--- src/rtl/conv_pot_pkg.sv ---
// rtl/conv_pot_pkg.sv - weight field layout, controller state type and power-of-two term helper
package conv_pot_pkg;

    localparam int WGT_W   = 5;
    localparam int W_EN    = 4;
    localparam int W_SIGN  = 3;
    localparam int W_SHIFT = 0;
    localparam int SHIFT_W = 3;

    // Widest pixel and term the helper handles; callers truncate to their AW.
    localparam int PIX_MAX_W  = 32;
    localparam int TERM_MAX_W = 48;

    typedef enum logic {LOAD, RUN} state_t;

    // Wide signed term; truncating it to AW bits gives the correct value modulo 2^AW.
    function automatic logic signed [TERM_MAX_W-1:0] pot_term(
        input logic [PIX_MAX_W-1:0] pixel,
        input logic [WGT_W-1:0]     weight
    );
        logic signed [TERM_MAX_W-1:0] mag;
        mag = $signed(TERM_MAX_W'(pixel) << weight[W_SHIFT +: SHIFT_W]);
        if (!weight[W_EN]) begin
            return '0;
        end
        return weight[W_SIGN] ? -mag : mag;
    endfunction

    // Smallest accumulator that never wraps: pixel, 7-bit shift plus sign, K*K-term growth.
    function automatic int min_aw(input int k, input int dw);
        return dw + 8 + $clog2(k * k);
    endfunction

endpackage

--- src/rtl/conv_array_pot_mult.sv ---
// rtl/conv_array_pot_mult.sv - one shift/negate/zero cell producing a signed AW-bit term
module pot_mult
    import conv_pot_pkg::*;
#(
    parameter int DW = 8,
    parameter int AW = 24
) (
    input  logic [DW-1:0]        i_pixel,
    input  logic [WGT_W-1:0]     i_weight,
    output logic signed [AW-1:0] o_term
);

    assign o_term = AW'(pot_term(PIX_MAX_W'(i_pixel), i_weight));

endmodule

--- src/rtl/conv_array_pot.sv ---
// rtl/conv_array_pot.sv - KxK power-of-two weight convolution core with load/run controller
module conv_array_pot
    import conv_pot_pkg::*;
#(
    parameter int K  = 5,
    parameter int DW = 8,
    parameter int AW = 24
) (
    input  logic                 clk,
    input  logic                 rst,
    input  logic                 w_valid,
    input  logic [WGT_W-1:0]     w_data,
    input  logic signed [AW-1:0] bias,
    input  logic                 x_valid,
    input  logic [K*DW-1:0]      x_data,
    input  logic                 x_last,
    output logic                 w_loaded,
    output logic                 x_drop,
    output logic                 y_valid,
    output logic signed [AW-1:0] y_data
);

    localparam int NW = K * K;
    localparam int KW = $clog2(NW);
    localparam int FW = $clog2(K + 1);
    localparam logic [KW-1:0] K_LAST      = KW'(NW - 1);
    localparam logic [FW-1:0] FILL_FULL   = FW'(K);
    localparam logic [FW-1:0] FILL_LAUNCH = FW'(K - 1);

    state_t                r_state;
    logic [KW-1:0]         r_k;
    logic [FW-1:0]         r_fill;
    logic [WGT_W-1:0]      r_wgt  [NW];
    logic [DW-1:0]         r_win  [K][K];
    logic signed [AW-1:0]  r_prod [NW];
    logic                  r_v1;
    logic                  r_v2;

    logic                  w_reload;
    logic                  w_accept;
    logic                  w_launch;
    logic [KW-1:0]         w_widx;
    logic signed [AW-1:0]  w_term [NW];
    logic signed [AW-1:0]  w_sum;

    assign w_reload = (r_state == RUN) && w_valid;
    assign w_accept = (r_state == RUN) && x_valid && !w_valid;
    assign w_launch = w_accept && (r_fill >= FILL_LAUNCH);
    assign w_widx   = w_reload ? '0 : r_k;

    // Controller: weight index, window fill, pipeline valids and flags.
    always_ff @(posedge clk) begin
        if (rst) begin
            r_state  <= LOAD;
            r_k      <= '0;
            r_fill   <= '0;
            r_v1     <= 1'b0;
            r_v2     <= 1'b0;
            w_loaded <= 1'b0;
            x_drop   <= 1'b0;
            y_valid  <= 1'b0;
            y_data   <= '0;
        end else begin
            r_v1    <= w_launch;
            r_v2    <= r_v1 && !w_reload;
            y_valid <= r_v2 && !w_reload;
            if (r_v2 && !w_reload) begin
                y_data <= w_sum;
            end

            if (x_valid && !w_accept) begin
                x_drop <= 1'b1;
            end

            // x_last closes the stripe after the beat has been used.
            if (w_accept) begin
                if (x_last) begin
                    r_fill <= '0;
                end else if (r_fill != FILL_FULL) begin
                    r_fill <= r_fill + FW'(1);
                end
            end

            case (r_state)
                LOAD: begin
                    if (w_valid) begin
                        if (r_k == K_LAST) begin
                            r_state  <= RUN;
                            r_k      <= '0;
                            w_loaded <= 1'b1;
                        end else begin
                            r_k <= r_k + KW'(1);
                        end
                    end
                end
                RUN: begin
                    if (w_valid) begin
                        r_state  <= LOAD;
                        r_k      <= KW'(1);
                        r_fill   <= '0;
                        w_loaded <= 1'b0;
                    end
                end
            endcase
        end
    end

    // A reload beat always lands in slot 0.
    always_ff @(posedge clk) begin
        if (w_valid) begin
            r_wgt[w_widx] <= w_data;
        end
    end

    // Column c=0 is the oldest, c=K-1 the newest.
    always_ff @(posedge clk) begin
        if (w_accept) begin
            for (int r = 0; r < K; r++) begin
                for (int c = 0; c < K - 1; c++) begin
                    r_win[r][c] <= r_win[r][c+1];
                end
                r_win[r][K-1] <= x_data[r*DW +: DW];
            end
        end
    end

    for (genvar gi = 0; gi < NW; gi++) begin : g_tap
        pot_mult #(
            .DW(DW),
            .AW(AW)
        ) u_mult (
            .i_pixel (r_win[gi / K][gi % K]),
            .i_weight(r_wgt[gi]),
            .o_term  (w_term[gi])
        );
    end

    always_ff @(posedge clk) begin
        for (int i = 0; i < NW; i++) begin
            r_prod[i] <= w_term[i];
        end
    end

    // Wrapping sum; feeds the output register directly.
    always_comb begin
        w_sum = bias;
        for (int i = 0; i < NW; i++) begin
            w_sum = w_sum + r_prod[i];
        end
    end

endmodule

--- config.mk ---
export PLATFORM = sky130hd
export DESIGN_NAME = conv_array_pot
export DESIGN_NICKNAME = d
export VERILOG_FILES = /design/src/rtl/conv_pot_pkg.sv /design/src/rtl/conv_array_pot_mult.sv /design/src/rtl/conv_array_pot.sv
export SDC_FILE = /design/constraint.sdc
export NUM_CORES = 2
export LEC_CHECK = 0
export BUFFER_PORTS_ARGS = -buffer_cell sky130_fd_sc_hd__buf_2
export CELL_PAD_IN_SITES_DETAIL_PLACEMENT = 0
export CELL_PAD_IN_SITES_GLOBAL_PLACEMENT = 1
export CORE_ASPECT_RATIO = 0.8
export CORE_MARGIN = 2
export CORE_UTILIZATION = 52
export CTS_BUF_LIST = sky130_fd_sc_hd__clkbuf_8 sky130_fd_sc_hd__clkbuf_16
export CTS_CLUSTER_SIZE = 25
export DETAILED_ROUTE_END_ITERATION = 8
export PLACE_DENSITY = 0.85
export SYNTH_ARGS = -nofsm -noshare
export SYNTH_HDL_FRONTEND = slang
export SYNTH_SLANG_ARGS = --single-unit
export TNS_END_PERCENT = 30
--- constraint.sdc ---
create_clock -name clk -period 9.3 [get_ports clk]
set_input_delay 0.93 -clock clk [delete_from_list [all_inputs] [get_ports clk]]
set_output_delay 0.93 -clock clk [all_outputs]
set_load 0.02 [all_outputs]
==> flow_summary.json <==
{
  "wl_microns": 166000,
  "grt_usage_pct": 28.8,
  "initial_core_util_pct": 52.4,
  "dp_hpwl_microns": 129000,
  "cts_sinks": 938,
  "utilization_pct": 56.6,
  "p_leak_nw": 26.2,
  "cp.depth": 21,
  "first_pass_iters": 6,
  "via_count": 42300,
  "slew_headroom_pct": 13.8,
  "ys.warnings.count": 0,
  "clkTransAtPathRegs_ns": 0.07,
  "hold_violations": 0,
  "async_flop_share_pct": 0,
  "skew_ns": 0.0337,
  "cp_num_buf_inv": 4,
  "vias_per_cell": 5.75,
  "n_fill_cell": 9739,
  "crit_end": "y_data[22]",
  "synth-seq-area-share_pct": 37.5,
  "ctsLongestPathBuffers": 3,
  "worst_slew_pin_slew_ns": 1.28,
  "netlist_area_sq_um": 58800,
  "post_cts_buffers": 0,
  "rsz0062_at_grt": "no",
  "synth_fp_nets": 6495,
  "drc": 0,
  "final_cells": 7353,
  "cp-start-kind": "register",
  "finalCritPeriodShare_pct": 76.0,
  "drv_slew": 0,
  "period_needed_ns": 7.07,
  "synth_edf_count": 325,
  "path_cells": "fa_1, fa_1, inv_1, fa_1, fa_1, inv_1, fa_1, inv_1, fa_1, inv_1, ha_1, ha_1, fa_1, a21o_1, a21o_1, a2111oi_0, o31ai_1, o2bb2ai_1, o21ai_0, xor2_1, a22o_1",
  "final_cell_mix": "691 x inv_1, 613 x dfxtp_1, 531 x fa_1",
  "crit_fanout": 4,
  "antenna_left": 0,
  "peakVddDrop_mv": 0.199,
  "synth_cell_types": 86,
  "drive_above_1_share_pct": 8.37,
  "clock_tree.htree_level_count": 3,
  "cpPeakStageDelay_ns": 0.72,
  "cts_tree": "built",
  "areaGrowthSynthToFinish_pct": 8.10,
  "ys_ff_latch": 938,
  "clock.fmax_mhz": 141,
  "grt_antenna_before_repair": 12,
  "worstSkewPairLatency_ns": 0.71,
  "diodes": 0,
  "fin_area_sq_um": 63600,
  "cts_buffers": 94,
  "required_ns": 9.90,
  "max-cap-violations": 0,
  "cpMostUsedCell": "fa_1",
  "ioPinCount": 101,
  "holdCritPathClass": "input pin to register",
  "crit_path_end_kind": "register",
  "first_global_vias": 40100,
  "post_cts_resize_count": 0,
  "fin_setup_tns_ns": 0,
  "grt_pass1_wl_microns": 252000,
  "r2r_end": "y_data[22]",
  "ys.flop_type": "dfxtp_1",
  "layout_commonest_cell": "inv_1",
  "cts-root-buf": "clkbuf_16",
  "startpoint": "r_prod[0][266]",
  "dpl_cell_area_sq_um": 60300,
  "wl_per_cell_microns": 22.6,
  "grt_start_max_net_pins": 122,
  "gp_congestion": 0.968,
  "portBuffers": 100,
  "path_delay_family": "adder cells",
  "setup_viol": 0,
  "core_sq_um": 112000,
  "r2r-start": "r_prod[0][266]",
  "die-area_sq_um": 116000,
  "slowest_stage": "fa_1",
  "power_density_nw_per_um2": 179,
  "critical_path_class": "register to register",
  "nets": 6429,
  "reg2reg_slack_ns": 2.23,
  "postSynthAreaPerCell_sq_um": 10.1,
  "synth_cells": 5826,
  "cts_hold_buf": 0,
  "arrival_ns": 7.67,
  "drt-initial-drc-count": 5118,
  "dieHeight_microns": 305,
  "place_inst": 7176,
  "die_width_microns": 380,
  "finalPower_mw": 11.4,
  "status": "completed",
  "overflow": 0,
  "rows": 110,
  "reg2regPathDepth": 21
}
-- synth_stat cells (9+ instances only) --
library cell / count / area share, %
a21boi_0: 12 / 0.15
dfxtp_1: 613 / 21
a21oi_1: 333 / 2.8
xor2_1: 102 / 1.5
nand2b_1: 76 / 0.81
buf_2: 17 / 0.14
o22ai_1: 20 / 0.21
and3b_1: 26 / 0.39
xnor2_1: 178 / 2.7
nor2_1: 370 / 2.4
nor2b_1: 93 / 0.99
nand2_1: 451 / 2.9
a211o_1: 11 / 0.16
or2_2: 16 / 0.17
o21ai_0: 292 / 2.5
edfxtp_1: 325 / 17
o32ai_1: 15 / 0.22
o21a_1: 30 / 0.38
a22o_1: 25 / 0.37
ha_1: 64 / 1.4
nor4_1: 10 / 0.11
buf_1: 16 / 0.10
or2_1: 28 / 0.30
a31oi_1: 76 / 0.81
a21o_1: 24 / 0.31
nor3_1: 60 / 0.51
mux2i_1: 174 / 3.0
and2_1: 183 / 1.9
fa_1: 531 / 18
o21ai_1: 73 / 0.62
clkbuf_1: 235 / 1.5
a211oi_1: 16 / 0.20
or3_1: 49 / 0.52
nor3b_1: 16 / 0.20
o31ai_1: 70 / 0.89
nand4_1: 46 / 0.49
mux4_2: 87 / 3.3
inv_1: 673 / 4.3
nand3b_1: 13 / 0.17
o211ai_1: 13 / 0.17
o311a_1: 9 / 0.15
nand3_1: 105 / 0.89
and3_1: 42 / 0.45
mux2_2: 79 / 1.5
-- metrics by stage --
step	setup slack (ns)	hold slack [ns]
2_1_floorplan	2.29	0.394
3_3_place_gp	1.64	0.409
3_5_place_dp	1.71	0.406
4_1_cts	2.19	0.353
5_1_grt	1.77	0.361
6_report	2.23	0.391
-- sequential cells by signal (all words and copies together) (netlist names), 3 cells and up --
signal	count
y_data	24
r_wgt	125
r_win	200
r_prod	575
r_k	5
r_fill	3
-- area by class of cell --
cell class              count  area (sq um)  area share, %
clock inverters            52           397          0.624
multi-input cells        3933         33200           52.2
well taps                1512          1890           2.97
inverters                 684          2570           4.05
clock buffers             125          2950           4.64
repair buffers            109           581          0.913
flip-flops and latches    938         22000           34.6
-- cell families (layout without fill, tap and decap cells) --
kind of cell	Yosys count	in the layout	share of synthesized area, %
muxes	342	342	7.84
buffers and inverters	955	970	6.17
xor gates and xnor gates	280	280	4.17
and+or+nand+nor	1610	1610	13.6
AOI/OAI and AO/OA	1106	1106	11.4
adders and majority gates	595	595	19.4
DFF	938	938	37.5
-- how the worst min path moves through the flow --
stage | start | end | slack [ns] | cells past startpoint
6_report | x_data[39] | r_win[4][7] | 0.39 | 1
5_1_grt | x_data[38] | r_win[4][6] | 0.36 | 1
4_1_cts | x_data[0] | r_win[0][0] | 0.35 | 1
3_5_place_dp | r_v1 | r_v2 | 0.41 | 2
3_3_place_gp | r_v1 | r_v2 | 0.41 | 2
2_1_floorplan | r_v1 | r_v2 | 0.39 | 2
-- layer usage --
layer	vias up	global-route usage, %	share of wire, %
met5	-	0	0.0078
met4	2	5.77	2.0
met3	189	6.55	9.7
met2	1650	39.8	41
met1	21000	45.8	47
li1	19500	-	-
-- where the power goes --
part | total [mW] | leakage [nW] | internal (mW) | switching (mW)
clock | 4.06 | 1.74 | 2.34 | 1.72
sequential | 4.27 | 8.00 | 4.25 | 0.0260
combinational | 3.04 | 16.5 | 1.23 | 1.81
total | 11.4 | 26.2 | 7.82 | 3.55
-- worst register-to-register path, delay by kind of cell, from the launching register on --
| family | cells | cell delay (ns) |
|---|---|---|
| flops | 1 | 0.32 |
| compound gates | 7 | 1.94 |
| xor+xnor | 1 | 0.16 |
| buf+inv | 4 | 0.32 |
| fa+ha+maj | 9 | 4.21 |
Power figures use the tool's default switching activity.
